===== config.mk =====
export PLATFORM = sky130hd
export DESIGN_NAME = if_fetch_queue
export DESIGN_NICKNAME = d
export VERILOG_FILES = /design/src/rtl/if_fetch_queue_pkg.sv /design/src/rtl/if_fetch_queue_sync_fifo.sv /design/src/rtl/if_fetch_queue.sv
export SDC_FILE = /design/constraint.sdc
export NUM_CORES = 1
export LEC_CHECK = 0
export ABC_AREA = 1
export CAP_MARGIN = 20
export CELL_PAD_IN_SITES_DETAIL_PLACEMENT = 1
export CELL_PAD_IN_SITES_GLOBAL_PLACEMENT = 2
export CORE_MARGIN = 1.5
export CORE_UTILIZATION = 43
export CTS_BUF_LIST = sky130_fd_sc_hd__clkbuf_2
export CTS_CLUSTER_SIZE = 24
export DETAILED_ROUTE_END_ITERATION = 12
export PLACE_DENSITY_LB_ADDON = 0.3
export SYNTH_ARGS = -nofsm -noshare
export SYNTH_HDL_FRONTEND = slang
export SYNTH_SLANG_ARGS = --single-unit

===== constraint.sdc =====
create_clock -name clk -period 6.8 [get_ports clk]
set_input_delay 1.36 -clock clk [delete_from_list [all_inputs] [get_ports clk]]
set_output_delay 1.36 -clock clk [all_outputs]
set_load 0.03 [all_outputs]

===== src/rtl/if_fetch_queue_pkg.sv =====
`default_nettype none
// ============================================================================
//  Module      : if_fetch_queue_pkg
//  Description : Shared constants for the instruction-fetch queue block.
//                Constants only: reset PC default, instruction width and the
//                PC increment applied per fetched word.
//  Revision    : 1.0 - initial release
// ============================================================================
package if_fetch_queue_pkg;

  // Default first fetch address after reset.
  localparam logic [31:0] C_RESET_PC = 32'h0000_0000;

  // Instruction word width.
  localparam int unsigned C_INST_W = 32;

  // Byte distance between consecutive instruction words.
  localparam logic [31:0] C_PC_INC = 32'd4;

endpackage : if_fetch_queue_pkg
`default_nettype wire


===== src/rtl/if_fetch_queue_sync_fifo.sv =====
`default_nettype none
// ============================================================================
//  Module      : if_fetch_queue_sync_fifo
//  Description : Single-clock FIFO with occupancy count and synchronous
//                flush. The head is read straight out of the storage array, so
//                a word written on a clock edge is visible only after that
//                edge (no combinational write-to-head bypass).
//                Push while full is accepted only together with a pop.
//  Ports       :
//    clk          in   clock, rising edge
//    reset        in   asynchronous, active-low reset
//    i_flush      in   empty the FIFO on the next edge (overrides push/pop)
//    i_push       in   write i_push_data at the tail
//    i_push_data  in   WIDTH-bit tail data
//    i_pop        in   drop the head entry (ignored when empty)
//    o_head       out  head entry (meaningful only when o_count != 0)
//    o_count      out  occupancy, 0..DEPTH
//  Revision    : 1.0 - initial release
// ============================================================================
module if_fetch_queue_sync_fifo #(
  parameter int unsigned WIDTH = 32,
  parameter int unsigned DEPTH = 4     // power of 2, at least 2
) (
  input  logic                     clk,
  input  logic                     reset,
  input  logic                     i_flush,
  input  logic                     i_push,
  input  logic [WIDTH-1:0]         i_push_data,
  input  logic                     i_pop,
  output logic [WIDTH-1:0]         o_head,
  output logic [$clog2(DEPTH):0]   o_count
);

  localparam int unsigned   AW          = $clog2(DEPTH);
  localparam logic [AW:0]   C_FULL_CNT  = (AW+1)'(DEPTH);

  logic [WIDTH-1:0] r_mem [DEPTH];
  logic [AW-1:0]    r_rd_ptr;
  logic [AW-1:0]    r_wr_ptr;
  logic [AW:0]      r_count;

  logic             w_do_pop;
  logic             w_do_push;

  assign w_do_pop  = i_pop & (r_count != '0);
  // A full FIFO still takes a push when the head leaves in the same cycle.
  assign w_do_push = i_push & ((r_count != C_FULL_CNT) | w_do_pop);

  // Storage carries no reset; consumers qualify the head with o_count.
  always_ff @(posedge clk) begin
    if (w_do_push) begin
      r_mem[r_wr_ptr] <= i_push_data;
    end
  end

  always_ff @(posedge clk or negedge reset) begin
    if (!reset) begin
      r_rd_ptr <= '0;
      r_wr_ptr <= '0;
      r_count  <= '0;
    end else if (i_flush) begin
      r_rd_ptr <= '0;
      r_wr_ptr <= '0;
      r_count  <= '0;
    end else begin
      if (w_do_push) begin
        r_wr_ptr <= r_wr_ptr + AW'(1);
      end
      if (w_do_pop) begin
        r_rd_ptr <= r_rd_ptr + AW'(1);
      end
      case ({w_do_push, w_do_pop})
        2'b10:   r_count <= r_count + (AW+1)'(1);
        2'b01:   r_count <= r_count - (AW+1)'(1);
        default: r_count <= r_count;
      endcase
    end
  end

  assign o_head  = r_mem[r_rd_ptr];
  assign o_count = r_count;

endmodule : if_fetch_queue_sync_fifo
`default_nettype wire


===== src/rtl/if_fetch_queue.sv =====
`default_nettype none
// ============================================================================
//  Module      : if_fetch_queue
//  Description : Instruction-fetch front end feeding the IF/ID register.
//                Owns the fetch PC, issues in-order word requests to a
//                valid/ready instruction memory, buffers returned words with
//                their PC+4 and presents the head to IF/ID. A stall holds the
//                head; a redirect flushes the buffer, turns every in-flight
//                request into a discard credit and restarts at the target.
//  Ports       :
//    clk            in   clock, rising edge
//    reset          in   asynchronous, active-low reset
//    mem_req_valid  out  fetch request valid
//    mem_req_ready  in   memory accepts the request
//    mem_req_addr   out  byte address of the requested word (= fetch PC)
//    mem_rsp_valid  in   response word valid (in request order)
//    mem_rsp_data   in   instruction word
//    redirect       in   branch taken, restart fetch at redirect_pc
//    redirect_pc    in   new fetch address
//    stall          in   IF/ID stall, hold the head entry
//    inst_valid     out  head entry valid
//    inst           out  head instruction (0 when not valid)
//    inst_pc_plus4  out  PC+4 of the head instruction (0 when not valid)
//  Revision    : 1.0 - initial release
// ============================================================================
module if_fetch_queue
  import if_fetch_queue_pkg::*;
#(
  parameter int unsigned DEPTH    = 4,          // power of 2, at least 2
  parameter logic [31:0] RESET_PC = C_RESET_PC
) (
  input  logic                clk,
  input  logic                reset,
  output logic                mem_req_valid,
  input  logic                mem_req_ready,
  output logic [31:0]         mem_req_addr,
  input  logic                mem_rsp_valid,
  input  logic [C_INST_W-1:0] mem_rsp_data,
  input  logic                redirect,
  input  logic [31:0]         redirect_pc,
  input  logic                stall,
  output logic                inst_valid,
  output logic [C_INST_W-1:0] inst,
  output logic [31:0]         inst_pc_plus4
);

  // CW holds 0..DEPTH; the extra bit on the sum avoids wrap in the credit test.
  localparam int unsigned   CW          = $clog2(DEPTH) + 1;
  localparam logic [CW:0]   C_DEPTH_SUM = (CW+1)'(DEPTH);
  localparam logic [CW-1:0] C_DEPTH_CNT = CW'(DEPTH);
  localparam int unsigned   C_ENTRY_W   = C_INST_W + 32;

  logic [31:0]          r_fetch_pc;
  logic [CW-1:0]        r_live;       // accepted, response will be kept
  logic [CW-1:0]        r_drop;       // accepted, response will be discarded

  logic [CW-1:0]        w_live_nxt;
  logic [CW-1:0]        w_drop_nxt;
  logic                 w_credit_ok;
  logic                 w_hs;
  logic                 w_rsp_take;   // response consumes an outstanding slot
  logic                 w_rsp_keep;   // response is written into the buffer
  logic                 w_pop;

  logic [31:0]          w_pcq_head;   // PC+4 of the oldest outstanding request
  logic [CW-1:0]        w_pcq_count;
  logic [C_ENTRY_W-1:0] w_rf_head;
  logic [CW-1:0]        w_rf_count;

  // --------------------------------------------------------------------------
  // Request side
  // --------------------------------------------------------------------------
  // The PC queue holds exactly one entry per outstanding request, so its
  // occupancy equals live + drop and bounds the number in flight. Counting
  // live requests against buffer space guarantees every kept word has a slot.
  assign w_credit_ok   = (({1'b0, w_rf_count} + {1'b0, r_live}) < C_DEPTH_SUM)
                       && (w_pcq_count < C_DEPTH_CNT);
  assign mem_req_valid = reset & w_credit_ok;
  assign mem_req_addr  = r_fetch_pc;
  assign w_hs          = mem_req_valid & mem_req_ready;

  // --------------------------------------------------------------------------
  // Response side
  // --------------------------------------------------------------------------
  // A response arriving with nothing outstanding is ignored entirely.
  // Discards are always older than kept requests (a redirect converts the
  // whole in-flight set), so drop is drained first.
  assign w_rsp_take = mem_rsp_valid & ((r_live != '0) | (r_drop != '0));
  assign w_rsp_keep = mem_rsp_valid & (r_drop == '0) & (r_live != '0) & ~redirect;
  assign w_pop      = (w_rf_count != '0) & ~stall & ~redirect;

  always_comb begin
    w_live_nxt = r_live;
    w_drop_nxt = r_drop;
    if (redirect) begin
      // Everything in flight, including a request accepted right now, becomes
      // stale; a response in this same cycle is already one of those.
      w_live_nxt = '0;
      w_drop_nxt = r_drop + r_live + CW'(w_hs) - CW'(w_rsp_take);
    end else begin
      if (w_hs) begin
        w_live_nxt = w_live_nxt + CW'(1);
      end
      if (mem_rsp_valid) begin
        if (r_drop != '0) begin
          w_drop_nxt = r_drop - CW'(1);
        end else if (r_live != '0) begin
          w_live_nxt = w_live_nxt - CW'(1);
        end
      end
    end
  end

  always_ff @(posedge clk or negedge reset) begin
    if (!reset) begin
      r_fetch_pc <= RESET_PC;
      r_live     <= '0;
      r_drop     <= '0;
    end else begin
      r_live <= w_live_nxt;
      r_drop <= w_drop_nxt;
      // An unaccepted request is simply replaced by the redirect target.
      if (redirect) begin
        r_fetch_pc <= redirect_pc;
      end else if (w_hs) begin
        r_fetch_pc <= r_fetch_pc + C_PC_INC;
      end
    end
  end

  // --------------------------------------------------------------------------
  // Request-PC tracking queue: pushed on acceptance, popped on every consumed
  // response (kept or discarded). Never flushed, so stale entries stay aligned
  // with the stale responses still to come back.
  // --------------------------------------------------------------------------
  if_fetch_queue_sync_fifo #(
    .WIDTH (32),
    .DEPTH (DEPTH)
  ) u_pc_queue (
    .clk         (clk),
    .reset       (reset),
    .i_flush     (1'b0),
    .i_push      (w_hs),
    .i_push_data (r_fetch_pc + C_PC_INC),
    .i_pop       (w_rsp_take),
    .o_head      (w_pcq_head),
    .o_count     (w_pcq_count)
  );

  // --------------------------------------------------------------------------
  // Response buffer {inst, pc+4}; a redirect empties it on the next edge.
  // --------------------------------------------------------------------------
  if_fetch_queue_sync_fifo #(
    .WIDTH (C_ENTRY_W),
    .DEPTH (DEPTH)
  ) u_rsp_fifo (
    .clk         (clk),
    .reset       (reset),
    .i_flush     (redirect),
    .i_push      (w_rsp_keep),
    .i_push_data ({mem_rsp_data, w_pcq_head}),
    .i_pop       (w_pop),
    .o_head      (w_rf_head),
    .o_count     (w_rf_count)
  );

  // --------------------------------------------------------------------------
  // IF/ID side: outputs read zero whenever the head is not valid.
  // --------------------------------------------------------------------------
  assign inst_valid    = (w_rf_count != '0);
  assign inst          = inst_valid ? w_rf_head[C_ENTRY_W-1:32] : '0;
  assign inst_pc_plus4 = inst_valid ? w_rf_head[31:0]           : '0;

endmodule : if_fetch_queue
`default_nettype wire


==> Implementation_results.wiki <==
{| class="wikitable"
! Metric !! Value
|-
| Result of the run || completed
|-
| PostCTS Resize Cnt || 0
|-
| Clock root cell || clkbuf_2
|-
| Max Fclk || 0.184 GHz
|-
| Data arrival time at the worst-slack endpoint || 4.09 ns
|-
| Most frequent cells in the layout || edfxtp_1, nor2_1, o21ai_0
|-
| Die Y-Extent || 209 µm
|-
| Estimated wirelength of the detail-placed design || 29.7 mm
|-
| Max stage delay cell, worst path || buf_4
|-
| Initial standard-cell utilization of the core || 43.5%
|-
| Total Routing Usage GR || 22.3%
|-
| Share of the synthesized area in the top cell type || 63.1%
|-
| RSZ-0062 raised after global routing || false
|-
| Power density over the cells || 385 nW/µm²
|-
| Number of detailed-routing iterations run before antenna repair || 5
|-
| Antenna viol nets, final || 0
|-
| Gp weighted congestion || 0.824
|-
| Period minus WS final || 5.45 ns
|-
| Register clock-pin slew on the reported worst setup and hold paths || 0.11 ns
|-
| Signed area change from the synthesized netlist to the final layout || 17.8%
|-
| Final-report max-slew violation count || 0
|-
| Synth Instances || 1583
|-
| Slew HR || 31.3%
|-
| Standard cell core area || 41900 µm²
|-
| Post-synth top area cell || edfxtp_1
|-
| Async set-reset flop share out of synthesis || 11.9%
|-
| Max-cap violation count || 0
|-
| Largest fanout on the critical path || 87
|-
| Hold_buf cts || 0
|-
| Worst Hold Slack || 0.489 ns
|-
| DRC violation count after routing || 0
|-
| Largest incremental delay on the critical path || 0.82 ns
|-
| Flops & latches, synth || 436
|-
| First-iteration detailed-routing DRC count || 609
|-
| Floorplan die area || 43700 µm²
|-
| TritonCTS clock tree || built
|-
| Max rail drop VDD || 0.000146 V
|-
| Drt total wl || 48.0 mm
|-
| Netlist area before placement || 18300 µm²
|-
| Ratio of routed vias to standard cells || 5.20
|-
| Series of cell instances along the critical path || buf_4, nor2_1, nor2_1, o21ai_0, a21oi_1, clkdlybuf4s50_1
|-
| Via count of the first global-routing pass || 13700
|-
| Overflow after GRT || 0
|-
| Routed wirelength normalized by instance count || 19.7 µm
|-
| Type of the setup path with the least slack || register to output pin
|-
| Horizontal extent of the die || 209 µm
|-
| Wire length of the first global-routing pass || 74.9 mm
|-
| CP Buf/Inv Count || 2
|-
| Worst Hold Class || input port to async pin
|-
| Fin Setup TNS || 0 ns
|-
| Share of cells above drive strength 1 || 12.2%
|-
| Maximum clock insertion buffer count || 3
|-
| Critical Path Sink Type || output pin
|-
| CP startpoint kind || register
|-
| Library cells used by synthesis || 39
|-
| Post-route cell area || 21500 µm²
|-
| Most common library cell in the layout ignoring fill and taps || edfxtp_1
|-
| Net Count, Synth || 1675
|-
| Row cnt || 75
|-
| Count of yosys warnings during synthesis || 0
|-
| Fraction of synthesized cell area in xor and xnor cells || 1.70%
|-
| Largest family of logic cells by synthesized area || simple AND/OR/NAND/NOR gates
|-
| Number of input and output port buffers inserted || 167
|-
| Initial antenna violation count || 1
|-
| Clk Latency, worst-skew pair || 1.03 ns
|-
| Syn Area/Cell || 11.5 µm²
|-
| Number of cells in the finished layout apart from fillers || 2429
|-
| Cell occurring most often along the worst timing path || nor2_1
|-
| Post-route clock period utilization || 80.1%
|-
| Final setup violation count || 0
|-
| Count of boundary I/O pins || 168
|-
| Synth Area in Compound Gates || 9.48%
|-
| Final hold viol count || 0
|-
| Post-synth top flop || edfxtp_1
|-
| Worst Clk Skew || 0.0873 ns
|-
| Multiplexer fraction of the synthesized cell area || 0%
|-
| Largest cells by area after synthesis || edfxtp_1, nor2_1, dfrtp_1
|-
| Clock sinks || 436
|-
| Dpl cell area || 20500 µm²
|-
| Post-synthesis adder-cell area fraction || 1.67%
|-
| Total clock buffers created by CTS || 109
|-
| Maximum number of pins on one net before global-route repair || 88
|-
| Static leakage power || 7.84 nW
|-
| Number of nets in the final layout || 1894
|-
| Number of flops mapped to enable cells by yosys || 384
|-
| Count of H-tree levels built during CTS || 3
|-
| Portion of the post-synthesis area used by sequential elements || 70.3%
|-
| Delay-heaviest family, CP || buffers and inverters
|-
| Required time of the critical path || 5.44 ns
|-
| Simple-gate portion of the synthesized area || 13.3%
|-
| Worst Max-Slew Pin Slew || 1.03 ns
|-
| Total instance count after detailed placement || 2228
|-
| Total via count in the routed design || 12600
|-
| Post-CTS repair timing setup buffer count || 0
|}
-- registers in the layout (all words and copies together) (netlist names) --
register,cells
u_rsp_fifo.r_mem,256
u_pc_queue.r_mem,128
mem_req_addr,32
r_drop,3
r_live,3
u_pc_queue.o_count,3
u_rsp_fifo.o_count,3
u_pc_queue.r_rd_ptr,2
u_pc_queue.r_wr_ptr,2
u_rsp_fifo.r_rd_ptr,2
u_rsp_fifo.r_wr_ptr,2
-- worst paths after layout --
path                                              from                      end  slack [ns]  cells past startpoint
worst max-delay path            u_rsp_fifo.r_rd_ptr[0]                 inst[11]        1.35                      6
min in group clk                 u_pc_queue.o_count[2]    u_pc_queue.o_count[2]        0.51                      1
worst max register to register               r_live[0]  u_rsp_fifo.r_mem[3][63]        3.37                      9
worst min register to register   u_pc_queue.o_count[2]    u_pc_queue.o_count[2]        0.51                      1
worst min-delay path                             reset   u_pc_queue.r_wr_ptr[0]        0.49                      2
max in group asynchronous                        reset   u_rsp_fifo.r_rd_ptr[0]        5.69                      2
-- cell families after synthesis --
| kind of cell | Yosys count |
|---|---|
| buffers and inverters | 163 |
| and+or+nand+nor | 597 |
| xor gates and xnor gates | 32 |
| AOI/OAI and AO/OA | 333 |
| DFF | 436 |
| adders and majority gates | 22 |
-- final cells by class --
cell class	count	area, µm²
multi-input cells	984	4820
well taps	539	674
fillers	4551	20400
clock buffers	161	806
clock inverters	37	196
inverters	80	300
flip-flops and latches	436	12800
repair buffers	191	1870
diodes	1	2.50
-- synthesized netlist by cell type, types with 2 or more instances --
master and instances:
edfxtp_1 384, nor2_1 367, o21ai_0 221, nand2_1 163, inv_1 77, a21oi_1 70, clkbuf_1 53, dfrtp_1 52
nand3_1 32, o22ai_1 32, xor2_1 20, buf_2 18, ha_1 18, nor3_1 8, o211ai_1 8, xnor2_1 8
buf_1 7, nor2_4 5, fa_1 4, nand2_2 4, nand4_1 4, xor2_2 4, buf_4 3, and2_1 2
inv_2 2, nand3b_1 2, nor2_2 2, nor3_2 2
-- metal layers --
metal | track usage, % | vias up | part of all wire (%)
met1 | 28.4 | 6311 | 45
met4 | 6.95 | 0 | 1.6
met2 | 38.8 | 278 | 50
met5 | 0 | - | 0
met3 | 3.94 | 51 | 3.9
li1 | - | 5992 | -
-- through the flow --
stage / utilization [%] / power, W / setup WS (ns)
after global placement: 48.7 / 0.00649 / 2.16
after CTS: 51.2 / 0.00836 / 1.02
after detailed placement: 48.8 / 0.00659 / 2.19
after global routing: 51.3 / 0.00878 / 1.03
after floorplan: - / 0.00534 / 1.74
final: 51.3 / 0.00828 / 1.35
-- where the power goes --
part / switching [W] / total (W) / internal (W) / leakage, nW
Clock: 0.00104 / 0.00175 / 0.000708 / 0.767
Sequential: 0.000145 / 0.00342 / 0.00328 / 4.10
Combinational: 0.00210 / 0.00310 / 0.00100 / 2.97
Total: 0.00329 / 0.00828 / 0.00499 / 7.84
No activity file was read; power rests on OpenSTA's default activity.
